`config.mk`:
```
export PLATFORM = sky130hd
export DESIGN_NAME = tl_buffer_ad_flat
export DESIGN_NICKNAME = d
export VERILOG_FILES = /design/src/rtl/tl_buffer_ad_if.sv /design/src/rtl/tl_buffer_ad.sv /design/src/flat_wrapper.sv
export SDC_FILE = /design/constraint.sdc
export NUM_CORES = 1
export LEC_CHECK = 0
export ABC_AREA = 1
export BUFFER_PORTS_ARGS = -buffer_cell sky130_fd_sc_hd__buf_2
export CAP_MARGIN = 20
export CORE_MARGIN = 1.5
export CORE_UTILIZATION = 50
export DETAILED_ROUTE_END_ITERATION = 12
export PLACE_DENSITY = 0.77
export SLEW_MARGIN = 0
export SYNTH_ARGS = -nofsm -noshare
export SYNTH_HDL_FRONTEND = slang
export SYNTH_SLANG_ARGS = --single-unit
```
`constraint.sdc`:
```
create_clock -name clock -period 12.1 [get_ports clock]
set_clock_uncertainty 0.2 [all_clocks]
set_input_delay 1.21 -clock clock [delete_from_list [all_inputs] [get_ports clock]]
set_output_delay 1.21 -clock clock [all_outputs]
set_load 0.02 [all_outputs]
```
`src/rtl/tl_buffer_ad_if.sv`:
```
// TileLink A/D channel bundle for tl_buffer_ad.
// The slave view belongs to the buffer: it receives upstream A and downstream D,
// and drives downstream A and upstream D. The master view is its environment.
interface tl_buffer_ad_if;
    // Upstream A channel (into the buffer)
    logic        auto_in_a_valid;
    logic        auto_in_a_ready;
    logic [2:0]  auto_in_a_bits_opcode;
    logic [2:0]  auto_in_a_bits_param;
    logic [3:0]  auto_in_a_bits_size;
    logic [4:0]  auto_in_a_bits_source;
    logic [30:0] auto_in_a_bits_address;
    logic [7:0]  auto_in_a_bits_mask;
    logic [63:0] auto_in_a_bits_data;
    logic        auto_in_a_bits_corrupt;

    // Downstream A channel (out of the buffer)
    logic        auto_out_a_valid;
    logic        auto_out_a_ready;
    logic [2:0]  auto_out_a_bits_opcode;
    logic [2:0]  auto_out_a_bits_param;
    logic [3:0]  auto_out_a_bits_size;
    logic [4:0]  auto_out_a_bits_source;
    logic [30:0] auto_out_a_bits_address;
    logic [7:0]  auto_out_a_bits_mask;
    logic [63:0] auto_out_a_bits_data;
    logic        auto_out_a_bits_corrupt;

    // Downstream D channel (into the buffer)
    logic        auto_out_d_valid;
    logic        auto_out_d_ready;
    logic [2:0]  auto_out_d_bits_opcode;
    logic [1:0]  auto_out_d_bits_param;
    logic [3:0]  auto_out_d_bits_size;
    logic [4:0]  auto_out_d_bits_source;
    logic        auto_out_d_bits_sink;
    logic        auto_out_d_bits_denied;
    logic [63:0] auto_out_d_bits_data;
    logic        auto_out_d_bits_corrupt;

    // Upstream D channel (out of the buffer)
    logic        auto_in_d_valid;
    logic        auto_in_d_ready;
    logic [2:0]  auto_in_d_bits_opcode;
    logic [1:0]  auto_in_d_bits_param;
    logic [3:0]  auto_in_d_bits_size;
    logic [4:0]  auto_in_d_bits_source;
    logic        auto_in_d_bits_sink;
    logic        auto_in_d_bits_denied;
    logic [63:0] auto_in_d_bits_data;
    logic        auto_in_d_bits_corrupt;

    modport slave (
        input  auto_in_a_valid, auto_in_a_bits_opcode, auto_in_a_bits_param,
               auto_in_a_bits_size, auto_in_a_bits_source, auto_in_a_bits_address,
               auto_in_a_bits_mask, auto_in_a_bits_data, auto_in_a_bits_corrupt,
        output auto_in_a_ready,
        output auto_out_a_valid, auto_out_a_bits_opcode, auto_out_a_bits_param,
               auto_out_a_bits_size, auto_out_a_bits_source, auto_out_a_bits_address,
               auto_out_a_bits_mask, auto_out_a_bits_data, auto_out_a_bits_corrupt,
        input  auto_out_a_ready,
        input  auto_out_d_valid, auto_out_d_bits_opcode, auto_out_d_bits_param,
               auto_out_d_bits_size, auto_out_d_bits_source, auto_out_d_bits_sink,
               auto_out_d_bits_denied, auto_out_d_bits_data, auto_out_d_bits_corrupt,
        output auto_out_d_ready,
        output auto_in_d_valid, auto_in_d_bits_opcode, auto_in_d_bits_param,
               auto_in_d_bits_size, auto_in_d_bits_source, auto_in_d_bits_sink,
               auto_in_d_bits_denied, auto_in_d_bits_data, auto_in_d_bits_corrupt,
        input  auto_in_d_ready
    );

    modport master (
        output auto_in_a_valid, auto_in_a_bits_opcode, auto_in_a_bits_param,
               auto_in_a_bits_size, auto_in_a_bits_source, auto_in_a_bits_address,
               auto_in_a_bits_mask, auto_in_a_bits_data, auto_in_a_bits_corrupt,
        input  auto_in_a_ready,
        input  auto_out_a_valid, auto_out_a_bits_opcode, auto_out_a_bits_param,
               auto_out_a_bits_size, auto_out_a_bits_source, auto_out_a_bits_address,
               auto_out_a_bits_mask, auto_out_a_bits_data, auto_out_a_bits_corrupt,
        output auto_out_a_ready,
        output auto_out_d_valid, auto_out_d_bits_opcode, auto_out_d_bits_param,
               auto_out_d_bits_size, auto_out_d_bits_source, auto_out_d_bits_sink,
               auto_out_d_bits_denied, auto_out_d_bits_data, auto_out_d_bits_corrupt,
        input  auto_out_d_ready,
        input  auto_in_d_valid, auto_in_d_bits_opcode, auto_in_d_bits_param,
               auto_in_d_bits_size, auto_in_d_bits_source, auto_in_d_bits_sink,
               auto_in_d_bits_denied, auto_in_d_bits_data, auto_in_d_bits_corrupt,
        output auto_in_d_ready
    );
endinterface

```
`src/rtl/tl_buffer_ad.sv`:
```
// TileLink A/D buffer: one independent circular-buffer queue per channel.
// Handshakes are driven purely from the registered occupancy, so there is no
// combinational path from any input to any output handshake (no flow/pipe-through).

// Generic registered queue used for both channels.
module tl_buffer_ad_queue #(
    parameter int DEPTH  = 2,
    parameter int DATA_W = 8
) (
    input  logic              clock,
    input  logic              reset,
    input  logic              in_valid,
    output logic              in_ready,
    input  logic [DATA_W-1:0] in_bits,
    output logic              out_valid,
    input  logic              out_ready,
    output logic [DATA_W-1:0] out_bits
);
    logic [2:0]        enq_ptr;
    logic [2:0]        deq_ptr;
    logic [3:0]        count;
    logic [DATA_W-1:0] mem [DEPTH];
    logic              do_enq;
    logic              do_deq;

    // Ready/valid come only from the registered count: a full queue refuses
    // input even while it is draining, and an empty queue never forwards input.
    assign in_ready  = (count != 4'(DEPTH));
    assign out_valid = (count != 4'd0);
    assign do_enq    = in_valid && in_ready;
    assign do_deq    = out_valid && out_ready;

    function automatic logic [2:0] next_ptr(input logic [2:0] ptr);
        return (ptr == 3'(DEPTH - 1)) ? 3'd0 : ptr + 3'd1;
    endfunction

    // Pointer and occupancy control; reset discards every queued beat at once.
    always_ff @(posedge clock or negedge reset) begin
        if (!reset) begin
            enq_ptr <= 3'd0;
            deq_ptr <= 3'd0;
            count   <= 4'd0;
        end else begin
            if (do_enq) enq_ptr <= next_ptr(enq_ptr);
            if (do_deq) deq_ptr <= next_ptr(deq_ptr);
            case ({do_enq, do_deq})
                2'b10:   count <= count + 4'd1;
                2'b01:   count <= count - 4'd1;
                default: count <= count;
            endcase
        end
    end

    // Payload storage is deliberately left unreset; it is only observed while valid.
    always_ff @(posedge clock) begin
        for (int i = 0; i < DEPTH; i++) begin
            if (do_enq && (enq_ptr == 3'(i))) mem[i] <= in_bits;
        end
    end

    // Head-of-queue select; stays put while the consumer stalls.
    always_comb begin
        out_bits = '0;
        for (int i = 0; i < DEPTH; i++) begin
            if (deq_ptr == 3'(i)) out_bits = mem[i];
        end
    end
endmodule

module tl_buffer_ad #(
    parameter int A_DEPTH = 2,
    parameter int D_DEPTH = 2
) (
    input logic         clock,
    input logic         reset,
    tl_buffer_ad_if.slave bus
);
    localparam int A_W = 119;
    localparam int D_W = 81;

    logic [A_W-1:0] a_in_bits;
    logic [A_W-1:0] a_out_bits;
    logic [D_W-1:0] d_in_bits;
    logic [D_W-1:0] d_out_bits;

    // Flatten each channel's fields so the queue carries them bit-exact.
    assign a_in_bits = {bus.auto_in_a_bits_opcode, bus.auto_in_a_bits_param,
                        bus.auto_in_a_bits_size, bus.auto_in_a_bits_source,
                        bus.auto_in_a_bits_address, bus.auto_in_a_bits_mask,
                        bus.auto_in_a_bits_data, bus.auto_in_a_bits_corrupt};

    assign {bus.auto_out_a_bits_opcode, bus.auto_out_a_bits_param,
            bus.auto_out_a_bits_size, bus.auto_out_a_bits_source,
            bus.auto_out_a_bits_address, bus.auto_out_a_bits_mask,
            bus.auto_out_a_bits_data, bus.auto_out_a_bits_corrupt} = a_out_bits;

    assign d_in_bits = {bus.auto_out_d_bits_opcode, bus.auto_out_d_bits_param,
                        bus.auto_out_d_bits_size, bus.auto_out_d_bits_source,
                        bus.auto_out_d_bits_sink, bus.auto_out_d_bits_denied,
                        bus.auto_out_d_bits_data, bus.auto_out_d_bits_corrupt};

    assign {bus.auto_in_d_bits_opcode, bus.auto_in_d_bits_param,
            bus.auto_in_d_bits_size, bus.auto_in_d_bits_source,
            bus.auto_in_d_bits_sink, bus.auto_in_d_bits_denied,
            bus.auto_in_d_bits_data, bus.auto_in_d_bits_corrupt} = d_out_bits;

    tl_buffer_ad_queue #(
        .DEPTH  (A_DEPTH),
        .DATA_W (A_W)
    ) a_queue (
        .clock     (clock),
        .reset     (reset),
        .in_valid  (bus.auto_in_a_valid),
        .in_ready  (bus.auto_in_a_ready),
        .in_bits   (a_in_bits),
        .out_valid (bus.auto_out_a_valid),
        .out_ready (bus.auto_out_a_ready),
        .out_bits  (a_out_bits)
    );

    tl_buffer_ad_queue #(
        .DEPTH  (D_DEPTH),
        .DATA_W (D_W)
    ) d_queue (
        .clock     (clock),
        .reset     (reset),
        .in_valid  (bus.auto_out_d_valid),
        .in_ready  (bus.auto_out_d_ready),
        .in_bits   (d_in_bits),
        .out_valid (bus.auto_in_d_valid),
        .out_ready (bus.auto_in_d_ready),
        .out_bits  (d_out_bits)
    );
endmodule

```
`src/flat_wrapper.sv`:
```
// flat-port wrapper written by rule: the top's interface ports become plain ports
module tl_buffer_ad_flat 
#(
    parameter int A_DEPTH = 2,
    parameter int D_DEPTH = 2
)
  (clock, reset, bus_auto_in_a_valid, bus_auto_in_a_bits_opcode, bus_auto_in_a_bits_param, bus_auto_in_a_bits_size, bus_auto_in_a_bits_source, bus_auto_in_a_bits_address, bus_auto_in_a_bits_mask, bus_auto_in_a_bits_data, bus_auto_in_a_bits_corrupt, bus_auto_in_a_ready, bus_auto_out_a_valid, bus_auto_out_a_bits_opcode, bus_auto_out_a_bits_param, bus_auto_out_a_bits_size, bus_auto_out_a_bits_source, bus_auto_out_a_bits_address, bus_auto_out_a_bits_mask, bus_auto_out_a_bits_data, bus_auto_out_a_bits_corrupt, bus_auto_out_a_ready, bus_auto_out_d_valid, bus_auto_out_d_bits_opcode, bus_auto_out_d_bits_param, bus_auto_out_d_bits_size, bus_auto_out_d_bits_source, bus_auto_out_d_bits_sink, bus_auto_out_d_bits_denied, bus_auto_out_d_bits_data, bus_auto_out_d_bits_corrupt, bus_auto_out_d_ready, bus_auto_in_d_valid, bus_auto_in_d_bits_opcode, bus_auto_in_d_bits_param, bus_auto_in_d_bits_size, bus_auto_in_d_bits_source, bus_auto_in_d_bits_sink, bus_auto_in_d_bits_denied, bus_auto_in_d_bits_data, bus_auto_in_d_bits_corrupt, bus_auto_in_d_ready);
  tl_buffer_ad_if bus_i ();
  input logic clock;
  input logic reset;
  input wire logic [$bits(bus_i.auto_in_a_valid)-1:0] bus_auto_in_a_valid;
  input wire logic [$bits(bus_i.auto_in_a_bits_opcode)-1:0] bus_auto_in_a_bits_opcode;
  input wire logic [$bits(bus_i.auto_in_a_bits_param)-1:0] bus_auto_in_a_bits_param;
  input wire logic [$bits(bus_i.auto_in_a_bits_size)-1:0] bus_auto_in_a_bits_size;
  input wire logic [$bits(bus_i.auto_in_a_bits_source)-1:0] bus_auto_in_a_bits_source;
  input wire logic [$bits(bus_i.auto_in_a_bits_address)-1:0] bus_auto_in_a_bits_address;
  input wire logic [$bits(bus_i.auto_in_a_bits_mask)-1:0] bus_auto_in_a_bits_mask;
  input wire logic [$bits(bus_i.auto_in_a_bits_data)-1:0] bus_auto_in_a_bits_data;
  input wire logic [$bits(bus_i.auto_in_a_bits_corrupt)-1:0] bus_auto_in_a_bits_corrupt;
  output wire logic [$bits(bus_i.auto_in_a_ready)-1:0] bus_auto_in_a_ready;
  output wire logic [$bits(bus_i.auto_out_a_valid)-1:0] bus_auto_out_a_valid;
  output wire logic [$bits(bus_i.auto_out_a_bits_opcode)-1:0] bus_auto_out_a_bits_opcode;
  output wire logic [$bits(bus_i.auto_out_a_bits_param)-1:0] bus_auto_out_a_bits_param;
  output wire logic [$bits(bus_i.auto_out_a_bits_size)-1:0] bus_auto_out_a_bits_size;
  output wire logic [$bits(bus_i.auto_out_a_bits_source)-1:0] bus_auto_out_a_bits_source;
  output wire logic [$bits(bus_i.auto_out_a_bits_address)-1:0] bus_auto_out_a_bits_address;
  output wire logic [$bits(bus_i.auto_out_a_bits_mask)-1:0] bus_auto_out_a_bits_mask;
  output wire logic [$bits(bus_i.auto_out_a_bits_data)-1:0] bus_auto_out_a_bits_data;
  output wire logic [$bits(bus_i.auto_out_a_bits_corrupt)-1:0] bus_auto_out_a_bits_corrupt;
  input wire logic [$bits(bus_i.auto_out_a_ready)-1:0] bus_auto_out_a_ready;
  input wire logic [$bits(bus_i.auto_out_d_valid)-1:0] bus_auto_out_d_valid;
  input wire logic [$bits(bus_i.auto_out_d_bits_opcode)-1:0] bus_auto_out_d_bits_opcode;
  input wire logic [$bits(bus_i.auto_out_d_bits_param)-1:0] bus_auto_out_d_bits_param;
  input wire logic [$bits(bus_i.auto_out_d_bits_size)-1:0] bus_auto_out_d_bits_size;
  input wire logic [$bits(bus_i.auto_out_d_bits_source)-1:0] bus_auto_out_d_bits_source;
  input wire logic [$bits(bus_i.auto_out_d_bits_sink)-1:0] bus_auto_out_d_bits_sink;
  input wire logic [$bits(bus_i.auto_out_d_bits_denied)-1:0] bus_auto_out_d_bits_denied;
  input wire logic [$bits(bus_i.auto_out_d_bits_data)-1:0] bus_auto_out_d_bits_data;
  input wire logic [$bits(bus_i.auto_out_d_bits_corrupt)-1:0] bus_auto_out_d_bits_corrupt;
  output wire logic [$bits(bus_i.auto_out_d_ready)-1:0] bus_auto_out_d_ready;
  output wire logic [$bits(bus_i.auto_in_d_valid)-1:0] bus_auto_in_d_valid;
  output wire logic [$bits(bus_i.auto_in_d_bits_opcode)-1:0] bus_auto_in_d_bits_opcode;
  output wire logic [$bits(bus_i.auto_in_d_bits_param)-1:0] bus_auto_in_d_bits_param;
  output wire logic [$bits(bus_i.auto_in_d_bits_size)-1:0] bus_auto_in_d_bits_size;
  output wire logic [$bits(bus_i.auto_in_d_bits_source)-1:0] bus_auto_in_d_bits_source;
  output wire logic [$bits(bus_i.auto_in_d_bits_sink)-1:0] bus_auto_in_d_bits_sink;
  output wire logic [$bits(bus_i.auto_in_d_bits_denied)-1:0] bus_auto_in_d_bits_denied;
  output wire logic [$bits(bus_i.auto_in_d_bits_data)-1:0] bus_auto_in_d_bits_data;
  output wire logic [$bits(bus_i.auto_in_d_bits_corrupt)-1:0] bus_auto_in_d_bits_corrupt;
  input wire logic [$bits(bus_i.auto_in_d_ready)-1:0] bus_auto_in_d_ready;
  assign bus_i.auto_in_a_valid = bus_auto_in_a_valid;
  assign bus_i.auto_in_a_bits_opcode = bus_auto_in_a_bits_opcode;
  assign bus_i.auto_in_a_bits_param = bus_auto_in_a_bits_param;
  assign bus_i.auto_in_a_bits_size = bus_auto_in_a_bits_size;
  assign bus_i.auto_in_a_bits_source = bus_auto_in_a_bits_source;
  assign bus_i.auto_in_a_bits_address = bus_auto_in_a_bits_address;
  assign bus_i.auto_in_a_bits_mask = bus_auto_in_a_bits_mask;
  assign bus_i.auto_in_a_bits_data = bus_auto_in_a_bits_data;
  assign bus_i.auto_in_a_bits_corrupt = bus_auto_in_a_bits_corrupt;
  assign bus_auto_in_a_ready = bus_i.auto_in_a_ready;
  assign bus_auto_out_a_valid = bus_i.auto_out_a_valid;
  assign bus_auto_out_a_bits_opcode = bus_i.auto_out_a_bits_opcode;
  assign bus_auto_out_a_bits_param = bus_i.auto_out_a_bits_param;
  assign bus_auto_out_a_bits_size = bus_i.auto_out_a_bits_size;
  assign bus_auto_out_a_bits_source = bus_i.auto_out_a_bits_source;
  assign bus_auto_out_a_bits_address = bus_i.auto_out_a_bits_address;
  assign bus_auto_out_a_bits_mask = bus_i.auto_out_a_bits_mask;
  assign bus_auto_out_a_bits_data = bus_i.auto_out_a_bits_data;
  assign bus_auto_out_a_bits_corrupt = bus_i.auto_out_a_bits_corrupt;
  assign bus_i.auto_out_a_ready = bus_auto_out_a_ready;
  assign bus_i.auto_out_d_valid = bus_auto_out_d_valid;
  assign bus_i.auto_out_d_bits_opcode = bus_auto_out_d_bits_opcode;
  assign bus_i.auto_out_d_bits_param = bus_auto_out_d_bits_param;
  assign bus_i.auto_out_d_bits_size = bus_auto_out_d_bits_size;
  assign bus_i.auto_out_d_bits_source = bus_auto_out_d_bits_source;
  assign bus_i.auto_out_d_bits_sink = bus_auto_out_d_bits_sink;
  assign bus_i.auto_out_d_bits_denied = bus_auto_out_d_bits_denied;
  assign bus_i.auto_out_d_bits_data = bus_auto_out_d_bits_data;
  assign bus_i.auto_out_d_bits_corrupt = bus_auto_out_d_bits_corrupt;
  assign bus_auto_out_d_ready = bus_i.auto_out_d_ready;
  assign bus_auto_in_d_valid = bus_i.auto_in_d_valid;
  assign bus_auto_in_d_bits_opcode = bus_i.auto_in_d_bits_opcode;
  assign bus_auto_in_d_bits_param = bus_i.auto_in_d_bits_param;
  assign bus_auto_in_d_bits_size = bus_i.auto_in_d_bits_size;
  assign bus_auto_in_d_bits_source = bus_i.auto_in_d_bits_source;
  assign bus_auto_in_d_bits_sink = bus_i.auto_in_d_bits_sink;
  assign bus_auto_in_d_bits_denied = bus_i.auto_in_d_bits_denied;
  assign bus_auto_in_d_bits_data = bus_i.auto_in_d_bits_data;
  assign bus_auto_in_d_bits_corrupt = bus_i.auto_in_d_bits_corrupt;
  assign bus_i.auto_in_d_ready = bus_auto_in_d_ready;
  tl_buffer_ad #(.A_DEPTH(A_DEPTH), .D_DEPTH(D_DEPTH)) u_core (.clock(clock), .reset(reset), .bus(bus_i));
endmodule
```
Word-level counts from Yosys, hierarchy flattened

Memory sizes are Yosys's and may differ from the RTL's.
Index checks and enable logic that the tools add are counted.

Bits of input ports: 206
RAM bits: 400
Register bits after elaboration: 20
Memories kept: 2

Memories:

| name               | words | width | rd ports | clocked after memory_dff | wr ports | RTL line           | text |
|---|---|---|---|---|---|---|---|
| u_core.a_queue.mem | 2     | 119   | 2        | 0                        | 1        | tl_buffer_ad.sv:22 | `logic [DATA_W-1:0] mem [DEPTH];` |
| u_core.d_queue.mem | 2     | 81    | 2        | 0                        | 1        | tl_buffer_ad.sv:22 |  |

Add/sub/neg operators: 8
Equal/unequal tests: 10
Mux-type cells: 24
Reduce and logical (&&, ||, !) cells: 18

Operators by type and width:

| operator                                                                | number |
|---|---|
| 119-bit two-way mux                                                     | 3 |
| 81-bit two-way mux                                                      | 3 |
| 119-bit OR reduction                                                    | 1 |
| 81-bit OR reduction                                                     | 1 |
| 4-bit case mux with 2 select lines                                      | 2 |
| 3-bit by 1-bit adder with 3-bit output, second input constant           | 4 |
| 3-bit by 1-bit == test with 1-bit output, second input constant         | 4 |
| 3-bit zero test                                                         | 4 |
| 1-bit two-way mux                                                       | 12 |
| 3-bit two-way mux                                                       | 4 |
| 4-bit by 1-bit adder with 4-bit output, second input constant           | 2 |
| 1-bit logical AND                                                       | 8 |
| 4-bit by 2-bit inequality test with 1-bit output, second input constant | 2 |
| 4-bit nonzero test                                                      | 2 |
| 4-bit by 1-bit subtractor with 4-bit output, second input constant      | 2 |
| 2-bit by 1-bit == test with 1-bit output, second input constant         | 2 |
| 2-bit == test, second input constant                                    | 2 |
| 2-bit nonzero test                                                      | 2 |

Depth between registers and ports, before layout

Gate-level depths: netlist of run 1.

Depth in word-level cells: 7
Mapped depth: 12
Depth with buffers taken out: 12

Cells and area by module

A second synthesis of run 1 with hierarchy kept.

Cells, all modules: 1,198
Area, all modules: 17,085.1 µm²

Modules (own cells, without submodules):

| module                              | cells each | area each (µm²) | instances |
|---|---|---|---|
| tl_buffer_ad_queue (u_core.a_queue) | 699        | 10,412.5        | 1 |
| tl_buffer_ad_queue (u_core.d_queue) | 499        | 6,672.6         | 1 |

Least setup slack after synthesis of run 1

Ideal clock, no wire load.

Kind: input port to flip-flop
From: in bus_auto_in_a_valid
To: mem u_core.a_queue.mem[0][0] in the netlist's numbering, enable pin
Data arrival time: 9.353 ns
Library setup time: 0.743 ns
Setup slack: 1.803 ns
Stages: 2
Cells stage by stage: nand2_2 > nor3_1

Longest elaborated chain between the ends: 6

RTL lines:

| what                                    | RTL line           | text |
|---|---|---|
| start, declared                         | flat_wrapper.sv:11 | `input wire logic [$bits(bus_i.auto_in_a_valid)-1:0] bus_auto_in_a_valid;` |
| 1-bit logical AND (*)                   | tl_buffer_ad.sv:30 | `assign do_enq = in_valid && in_ready;` |
| 1-bit logical AND                       | tl_buffer_ad.sv:57 | `if (do_enq && (enq_ptr == 3'(i))) mem[i] <= in_bits;` |
| 1-bit two-way mux                       | tl_buffer_ad.sv:57 |  |
| 1-bit two-way mux (implied by the code) | tl_buffer_ad.sv:57 |  |
| 119-bit OR reduction (no source line)   | n/a                |  |
| 1-bit two-way mux (no source line)      | n/a                |  |
| end, declared                           | tl_buffer_ad.sv:22 |  |

Every way passes the cells marked *; elsewhere a longest branch is shown, timed or not.

Final worst setup path of run 1

From: reg u_core.a_queue.deq_ptr[1]
To: out bus_auto_out_a_bits_data[53]

Longest elaborated chain between the ends: 3

RTL lines:

| what                    | RTL line           | text |
|---|---|---|
| start, declared         | tl_buffer_ad.sv:20 | `logic [2:0] deq_ptr;` |
| start signal, assigned  | tl_buffer_ad.sv:45 | `if (do_deq) deq_ptr <= next_ptr(deq_ptr);` |
| 3-bit zero test         | tl_buffer_ad.sv:65 | `if (deq_ptr == 3'(i)) out_bits = mem[i];` |
| 119-bit two-way mux     | tl_buffer_ad.sv:65 |  |
| 119-bit two-way mux (*) | tl_buffer_ad.sv:65 |  |
| end, declared           | flat_wrapper.sv:28 | `output wire logic [$bits(bus_i.auto_out_a_bits_data)-1:0] bus_auto_out_a_bits_data;` |

Marked as above.

==> tab_implementation.tex, run 1 <==
\begin{tabular}{lr}
\hline
Metric & Value \\
\hline
\multicolumn{2}{l}{\textbf{Worst hold path}} \\
\quad Tightest Hold Check Type & reg2reg \\
\multicolumn{2}{l}{\textbf{Timing}} \\
\quad Maximum clock rate & 198 MHz \\
\quad Number of failing setup endpoints in the final timing report & 0 \\
\quad Worst slew slack as a fraction of its limit & 0.244 \\
\quad Final period demand of the worst path & 5.04 ns \\
\quad Unrepaired setup endpoints after global routing & false \\
\quad TNS Setup & 0 ns \\
\quad Hold Violations, Final & 0 \\
\quad Worst hold slack & about 0.32 ns \\
\quad Post-route fraction of the period consumed by the critical path & 0.417 \\
\quad Slew at the pin closest to its max-slew limit & about 1.1 ns \\
\quad Pins Over Slew Limit & 0 \\
\multicolumn{2}{l}{\textbf{Yosys}} \\
\quad Library cell with the largest summed area after synthesis & sky130\_fd\_sc\_hd\_\_edfxtp\_1 \\
\quad Count of distinct cell types in the synthesized netlist & 23 \\
\quad Synthesized Nets & 1,437 \\
\quad Async SR Flop Fraction & 0.0476 \\
\quad Portion of the post-synthesis area used by sequential elements & 0.753 \\
\quad Leading cell types by total area after synthesis & sky130\_fd\_sc\_hd\_\_edfxtp\_1 (72\%), sky130\_fd\_sc\_hd\_\_nand3\_1 (7.6\%), sky130\_fd\_sc\_hd\_\_inv\_1 (4.2\%) \\
\quad Post-Synthesis Mean Instance Area & 13.6 um2 \\
\quad Top\_reg\_cell synth & sky130\_fd\_sc\_hd\_\_edfxtp\_1 \\
\quad Number of standard cells after synthesis & 1,223 \\
\quad Synth warnings & 0 \\
\quad Count of flip-flops with a built-in enable after synthesis & 400 \\
\quad Number of synthesized register bits & 420 \\
\quad Dominant cell by count in the synthesized netlist & sky130\_fd\_sc\_hd\_\_edfxtp\_1 \\
\quad Portion of synthesized cell area occupied by the leading cell type & 0.723 \\
\quad Post-synth top cells & sky130\_fd\_sc\_hd\_\_edfxtp\_1 (400), sky130\_fd\_sc\_hd\_\_nand3\_1 (254), sky130\_fd\_sc\_hd\_\_inv\_1 (184) \\
\quad Combined area of all synthesized cells & 16,600 um2 \\
\multicolumn{2}{l}{\textbf{Floorplan}} \\
\quad Overall die area & 34,400 um2 \\
\quad Number of top-level pins & 410 \\
\quad Number of placement rows & 66 \\
\quad Placeable Area & 32,600 um2 \\
\quad DIE HEIGHT & 185 um \\
\quad Starting density of the core & 0.510 \\
\quad Horizontal extent of the die & 185 um \\
\multicolumn{2}{l}{\textbf{GRT}} \\
\quad Global route overflow & 0 \\
\quad Initial antenna violation count & 13 \\
\quad Via count of the first global-routing pass & between 10k and 15k \\
\quad Wire length of the first global-routing pass & 55,900 um \\
\quad Total track usage & 0.213 \\
\quad Pin count of the biggest net entering global routing & between 100 and 150 \\
\multicolumn{2}{l}{\textbf{Setup path}} \\
\quad Worst setup path endpoint & bus\_auto\_out\_a\_bits\_data[53] \\
\quad Cells along the critical path & nor2\_4 -> buf\_12 -> buf\_4 -> buf\_4 -> nand3\_1 -> nand2\_1 -> buf\_2 \\
\quad Reg-to-Reg End & u\_core.a\_queue.mem[0][138]\$\_DFFE\_PP\_ \\
\quad Worst endpoint data arrival time & around 3.6 ns \\
\quad CP startpoint kind & flop \\
\quad Slowest CP cell & sky130\_fd\_sc\_hd\_\_buf\_4 \\
\quad Worst path required time & 10.69 ns \\
\quad Critical path class & reg2out \\
\quad Cell seen most often among critical-path stages & sky130\_fd\_sc\_hd\_\_buf\_4 \\
\quad Reg-to-reg startpoint & u\_core.a\_queue.count[0]\$\_DFFE\_PN0P\_ \\
\quad Register-to-Register Setup Slack & 8.65 ns \\
\quad Worst Reg-to-Reg Cells & 6 \\
\quad Worst setup path startpoint & u\_core.a\_queue.deq\_ptr[1]\$\_DFFE\_PN0P\_ \\
\quad Top fanout value on the critical path & 100 \\
\quad Crit path largest cell delay & roughly 0.76 ns \\
\quad Element type at the critical path end & output pin \\
\multicolumn{2}{l}{\textbf{Place}} \\
\quad HPWL after detailed placement & 25,100 um \\
\quad Final estimated routing congestion in global placement & 0.823 \\
\quad Total of buffers placed on input and output ports & 409 \\
\multicolumn{2}{l}{\textbf{Clock tree}} \\
\quad Setup Buffers After CTS & 0 \\
\quad CTS Root Buffer Type & sky130\_fd\_sc\_hd\_\_clkbuf\_16 \\
\quad Hold bufs inserted after CTS & 0 \\
\quad Number of gates given a new drive strength after cts & 0 \\
\quad Worst-case clock buffer depth & 3 \\
\quad Clock Pin Slew Worst Setup and Hold Paths & 0.06 ns \\
\quad Total CTS buffers & 43 \\
\quad Clock tree from TritonCTS & yes \\
\quad Clock insertion delay at the later pin of the skew report & 0.54 ns \\
\quad Number of sinks driven by the clock tree & 420 \\
\quad CTS H-Tree Depth & 2 \\
\multicolumn{2}{l}{\textbf{Routing}} \\
\quad Remaining number of nets flagged by the antenna check after routing & 0 \\
\quad DR iter-0 viols & 754 \\
\quad Length of the first detailed-routing pass in iterations & 6 \\
\quad Remaining DRCs & 0 \\
\quad Drt total wl & 38,300 um \\
\quad Vias per Instance & approximately 5.2 \\
\quad Number of vias in the routed layout & 10.9k \\
\quad Average wire per standard cell & 18.1 um \\
\multicolumn{2}{l}{\textbf{Layout}} \\
\quad Area growth from synthesis to layout & 22.1\% \\
\quad Sequential cell area & 12,500 um2 \\
\quad Fraction of final layout cells sized beyond drive strength 1 & 0.309 \\
\quad Utilization after layout & 0.622 \\
\quad Layout net count & about 1.8k \\
\quad Area of the multi-input gates & 2840 um2 \\
\quad Fillers & 2,468 \\
\multicolumn{2}{l}{\textbf{Pwr}} \\
\quad Pwr Density & around 260 nW/um2 \\
\quad Flop pwr share & 0.396 \\
\quad Proportion of power drawn by the clock network & 0.255 \\
\quad Switching power & 0.00197 W \\
\quad Total internal power & around 0.0034 W \\
\quad Part of the power in combinational logic & 0.349 \\
\quad Switching part of the total & 0.370 \\
\quad Overall Power & about 0.0053 W \\
\quad P\_leak & 8.84 nW \\
\quad Peak ir drop on the vdd network & 0.175 mV \\
\multicolumn{2}{l}{\textbf{Job}} \\
\quad Max-Cap Viols & 0 \\
\multicolumn{2}{l}{\textbf{Status}} \\
\quad Status & finished, final reports clean \\
\hline
\end{tabular}
==> layout make-up <==
| class | count | share of cell area |
|---|---|---|
| antenna | 12 | 0.00148 |
| clock buffer | 49 | 0.0552 |
| clock inverter | 31 | 0.0171 |
| inverter | 187 | 0.0346 |
| multi-input combinational | 547 | 0.140 |
| sequential | 420 | 0.616 |
| tap | 442 | 0.0272 |
| timing repair buffer | 422 | 0.108 |
==> stage by stage <==
stage	setup WS (ns)	cell area, um2	std cells
floorplan	1.80	16600	1223
detailed placement	7.26	18700	2015
CTS	6.66	20200	2095
finish	7.06	20300	2110
global placement	7.44	18700	2015
global route	6.74	20300	2108
==> worst max-delay path: cells and delay by family (launching register included) <==
| family | cells | cell delay (ns) |
|---|---|---|
| buffers and inverters | 4 | 1.88 |
| and+or+nand+nor | 3 | 0.65 |
| DFF | 1 | 0.43 |
==> layer usage <==
metal  GRT usage  wire length (um)  up-vias
met3      0.0576              2940      115
met1       0.252             14200     5216
met5           0                17        -
li1            -                 -     5130
met2       0.351             19200      422
met4       0.123              1870        4
==> power by group through the flow <==
stage                     registers [W]  logic (W)  clock network [W]
after detailed placement        0.00213    0.00184                  0
after global routing            0.00213    0.00202            0.00143
after CTS                       0.00211    0.00185            0.00138
final                           0.00211    0.00186            0.00136
after global placement          0.00212    0.00181                  0
after floorplan                 0.00216    0.00129                  0
==> worst min-delay path by stage <==
stage / startpoint / endpoint / slack (ns) / cells after the start
2_1_floorplan: u_core.a_queue.count[0]$_DFFE_PN0P_ / u_core.a_queue.count[0]$_DFFE_PN0P_ / 0.27 / 1
3_3_place_gp: u_core.d_queue.enq_ptr[2]$_DFFE_PN0P_ / u_core.d_queue.enq_ptr[2]$_DFFE_PN0P_ / 0.29 / 2
3_5_place_dp: u_core.d_queue.enq_ptr[1]$_DFFE_PN0P_ / u_core.d_queue.enq_ptr[1]$_DFFE_PN0P_ / 0.30 / 2
4_1_cts: u_core.d_queue.enq_ptr[1]$_DFFE_PN0P_ / u_core.d_queue.enq_ptr[1]$_DFFE_PN0P_ / 0.32 / 2
5_1_grt: u_core.d_queue.count[0]$_DFFE_PN0P_ / u_core.d_queue.count[0]$_DFFE_PN0P_ / 0.34 / 1
6_report: u_core.d_queue.enq_ptr[1]$_DFFE_PN0P_ / u_core.d_queue.enq_ptr[1]$_DFFE_PN0P_ / 0.32 / 2
==> cell families (layout without fill, tap and decap cells) <==
logic type / count (synthesis) / count (layout) / share of synthesized area
AO/OA/AOI/OAI: 89 / 89 / 0.0355
other: 0 / 12 / 0
XOR/XNOR: 12 / 12 / 0.00632
adder cells (fa/ha/maj): 8 / 8 / 0.00692
buffers and inverters: 256 / 689 / 0.0776
flip-flops: 420 / 420 / 0.753
AND/OR/NAND/NOR: 438 / 438 / 0.121
==> cell usage in the layout (no fill, tap or decap), drive strengths merged, types with 12 or more instances in the layout <==
| cell | instances |
|---|---|
| edfxtp | 400 |
| diode | 12 |
| clkbuf | 49 |
| inv | 187 |
| nand2 | 171 |
| nand3 | 256 |
| o22ai | 81 |
| dfrtp | 20 |
| buf | 422 |
| clkinv | 19 |
==> sequential cells by signal, indices dropped and copies added (netlist names) <==
register	flops
u_core.d_queue.deq_ptr	3
u_core.d_queue.mem	162
u_core.a_queue.mem	238
u_core.a_queue.count	4
u_core.d_queue.count	4
u_core.a_queue.deq_ptr	3
u_core.a_queue.enq_ptr	3
u_core.d_queue.enq_ptr	3
Power figures use the tool's default switching activity.
==> run 2, diff against run 1 <==
--- a/config.mk
+++ b/config.mk
@@ -9,7 +9,7 @@
 export BUFFER_PORTS_ARGS = -buffer_cell sky130_fd_sc_hd__buf_2
 export CAP_MARGIN = 20
 export CORE_MARGIN = 1.5
-export CORE_UTILIZATION = 50
+export CORE_UTILIZATION = 48
 export DETAILED_ROUTE_END_ITERATION = 12
 export PLACE_DENSITY = 0.77
 export SLEW_MARGIN = 0
==> constraint.sdc (replaced) <==
create_clock -name clock -period 4.1 [get_ports clock]
set_clock_uncertainty 0.2 [all_clocks]
set_input_delay 0.41 -clock clock [delete_from_list [all_inputs] [get_ports clock]]
set_output_delay 0.41 -clock clock [all_outputs]
set_load 0.02 [all_outputs]
==> run 2 against run 1 <==
Die area increased by 4.1%; cell count increased by 9.3%; sequential cell count unchanged; hold slack got worse by 0.29 ns; global-route usage increased by 2.5 points; sequential share of layout area decreased by 5.3 points; sequential power increased to 2.9 times the previous value; register-to-register slack got worse by 7.1 ns; core utilization increased by 3.6 points; wire length increased by 15%; design area increased by 9.5%.
==> tab_implementation.tex, run 2 (synthesized netlist as in run 1, its figures left out) <==
\begin{tabular}{lr}
\hline
Metric & Value \\
\hline
\multicolumn{2}{l}{\textbf{Clock tree}} \\
\quad Clock tree from TritonCTS & yes \\
\quad Clock Pin Slew Worst Setup and Hold Paths & about 0.06 ns \\
\quad Worst-case clock buffer depth & 3 \\
\quad CTS H-Tree Depth & 2 \\
\quad CTS Root Buffer Type & sky130\_fd\_sc\_hd\_\_clkbuf\_16 \\
\quad Number of sinks driven by the clock tree & 420 \\
\quad Clock insertion delay at the later pin of the skew report & 0.52 ns \\
\quad Total CTS buffers & 42 \\
\quad Number of gates given a new drive strength after cts & 0 \\
\multicolumn{2}{l}{\textbf{Place}} \\
\quad Placement-stage cell area & about 19,000 um2 \\
\quad Final estimated routing congestion in global placement & 0.809 \\
\quad Total of buffers placed on input and output ports & roughly 400 \\
\quad HPWL after detailed placement & 25,200 um \\
\quad Place WS & 1.39 ns \\
\multicolumn{2}{l}{\textbf{GRT}} \\
\quad Initial antenna violation count & 2 \\
\quad Pin count of the biggest net entering global routing & 140 \\
\quad Wire length of the first global-routing pass & 66,200 um \\
\quad Total track usage & 0.238 \\
\quad Global route overflow & 0 \\
\quad Via count of the first global-routing pass & 12.2k \\
\multicolumn{2}{l}{\textbf{Setup path}} \\
\quad Slowest CP cell & sky130\_fd\_sc\_hd\_\_nand3\_4 \\
\quad CP startpoint kind & flop \\
\quad Buf+Inv Stages, Crit Path & 3 \\
\quad Top fanout value on the critical path & 60 \\
\quad Element type at the critical path end & output pin \\
\quad Crit path largest cell delay & 0.58 ns \\
\quad Worst endpoint data arrival time & 2.65 ns \\
\quad Critical path class & reg2out \\
\quad Register-to-Register Setup Slack & 1.59 ns \\
\quad Delay-heaviest family, CP & buffers and inverters \\
\quad Worst path required time & 3.49 ns \\
\quad Cells along the critical path & inv\_1 -> nand3\_4 -> buf\_4 -> o22ai\_1 -> buf\_2 \\
\multicolumn{2}{l}{\textbf{Pwr}} \\
\quad Peak ir drop on the vdd network & $\sim$0.49 mV \\
\quad P\_leak & 9.63 nW \\
\quad Pwr Density & 708 nW/um2 \\
\multicolumn{2}{l}{\textbf{Timing}} \\
\quad Hold Violations, Final & 0 \\
\quad PnR worst setup slack & between 0.8 and 0.9 ns \\
\quad Worst slew slack as a fraction of its limit & 0.358 \\
\quad Number of failing setup endpoints in the final timing report & 0 \\
\quad Pins Over Slew Limit & 0 \\
\quad Final period demand of the worst path & 3.26 ns \\
\quad Post-route fraction of the period consumed by the critical path & 0.796 \\
\quad Maximum clock rate & between 300 and 400 MHz \\
\quad Unrepaired setup endpoints after global routing & false \\
\quad TNS Setup & 0 ns \\
\quad Slew at the pin closest to its max-slew limit & 0.963 ns \\
\multicolumn{2}{l}{\textbf{Routing}} \\
\quad Remaining DRCs & 0 \\
\quad Routed wire length on met2 & 22,400 um \\
\quad Number of vias in the routed layout & approximately 12k \\
\quad Length of the first detailed-routing pass in iterations & 5 \\
\quad Vias per Instance & 5.31 \\
\quad Highest Signal Layer & met4 \\
\quad DR iter-0 viols & 1,036 \\
\quad Sum of met3 wire segment lengths after detailed routing & 4630 um \\
\quad Wire length on met1 & approximately 16,000 um \\
\quad Average wire per standard cell & 19.1 um \\
\quad Remaining number of nets flagged by the antenna check after routing & 0 \\
\quad Drt total wl & 44,100 um \\
\multicolumn{2}{l}{\textbf{Worst hold path}} \\
\quad Tightest Hold Check Type & in2reg \\
\multicolumn{2}{l}{\textbf{Layout}} \\
\quad Register bank with the most flops & u\_core.a\_queue.mem \\
\quad Area growth from synthesis to layout & 33.7\% \\
\quad Fraction of final layout cells sized beyond drive strength 1 & 0.272 \\
\quad Highest-count cells in the layout ignoring fill and taps & sky130\_fd\_sc\_hd\_\_buf\_2 (409), sky130\_fd\_sc\_hd\_\_edfxtp\_1 (400), sky130\_fd\_sc\_hd\_\_nand3\_1 (253) \\
\quad Layout net count & 2,039 \\
\quad Most common library cell in the layout ignoring fill and taps & sky130\_fd\_sc\_hd\_\_buf\_2 \\
\quad Post-route design area & 22,200 um2 \\
\quad Biggest regs & u\_core.a\_queue.mem: 238 flops, u\_core.d\_queue.mem: 162 flops \\
\quad Max reg flops & 238 \\
\quad Fillers & 2,249 \\
\multicolumn{2}{l}{\textbf{Floorplan}} \\
\quad Horizontal extent of the die & 189 um \\
\quad DIE HEIGHT & 189 um \\
\quad Overall die area & 35,800 um2 \\
\quad Starting density of the core & 0.492 \\
\quad Number of top-level pins & 410 \\
\quad Placeable Area & 33,800 um2 \\
\quad Number of placement rows & 67 \\
\multicolumn{2}{l}{\textbf{Status}} \\
\quad Status & finished, final reports clean \\
\multicolumn{2}{l}{\textbf{Job}} \\
\quad Max-Cap Viols & 0 \\
\hline
\end{tabular}
[run 2: cell count changes in the layout (fill, tap and decap cells not counted), sizes merged, moves of 4 or more]
cell,change
clkinvlp,-5
dlygate4sd3,+203
diode,-9
bufinv,-4
[run 2: cell type report]
| cell class | instances | area (um2) | area share |
|---|---|---|---|
| diodes | 3 | 7.51 | 0.000338 |
| clock buffers | 48 | 1070 | 0.0483 |
| clock inverters | 26 | 213 | 0.00957 |
| inverters | 187 | 704 | 0.0317 |
| multi-input cells | 547 | 2890 | 0.130 |
| flip-flops and latches | 420 | 12500 | 0.563 |
| well taps | 448 | 561 | 0.0252 |
| repair buffers | 627 | 4270 | 0.192 |
[run 2: where the power goes]
part	internal, W	switching, W
combinational	0.00178	0.00411
clock	0.00207	0.00156
sequential	0.00586	0.000345
total	0.00971	0.00602
[run 2: through the flow]
stage | hold slack (ns) | total power (W) | utilization | cells
after global placement | 0.186 | 0.0117 | 0.559 | 2026
final | 0.0309 | 0.0157 | 0.658 | 2306
after detailed placement | 0.189 | 0.0118 | 0.559 | 2026
after CTS | 0.000429 | 0.0156 | 0.658 | 2303
after global routing | 0.0318 | 0.0164 | 0.658 | 2305
after floorplan | -0.0856 | 0.0100 | - | 1223
[run 2: worst paths after layout]
path                                                       start                               endpoint  cells past startpoint
min in group asynchronous                                  reset    u_core.a_queue.count[0]$_DFFE_PN0P_                      2
setup / recovery           u_core.d_queue.deq_ptr[0]$_DFFE_PN0P_           bus_auto_in_d_bits_source[2]                      5
hold / removal                               bus_auto_in_d_ready  u_core.d_queue.deq_ptr[2]$_DFFE_PN0P_                      4
max in group asynchronous                                  reset  u_core.a_queue.deq_ptr[0]$_DFFE_PN0P_                      2
hold reg to reg              u_core.d_queue.count[0]$_DFFE_PN0P_    u_core.d_queue.count[0]$_DFFE_PN0P_                      1
setup reg to reg             u_core.a_queue.count[3]$_DFFE_PN0P_    u_core.a_queue.count[3]$_DFFE_PN0P_                     11
[run 2: worst reg2reg max path, delay by kind of cell, from the launching register on]
kind | cells | cell delay, ns
and+or+nand+nor | 8 | 1.14
adders and majority gates | 2 | 0.56
DFF | 1 | 0.40
buffers and inverters | 1 | 0.10
[run 2: repair_timing]
action,in CTS,in global routing
buffers inserted,0,0
endpoints found under the hold margin,424,0
hold buffers,203,0
[run 2: layer usage]
metal / vias to the layer above / track usage
li1: 5513 / -
met1: 5884 / 0.271
met2: 737 / 0.426
met3: 118 / 0.0647
met4: 0 / 0.0919
met5: - / 0
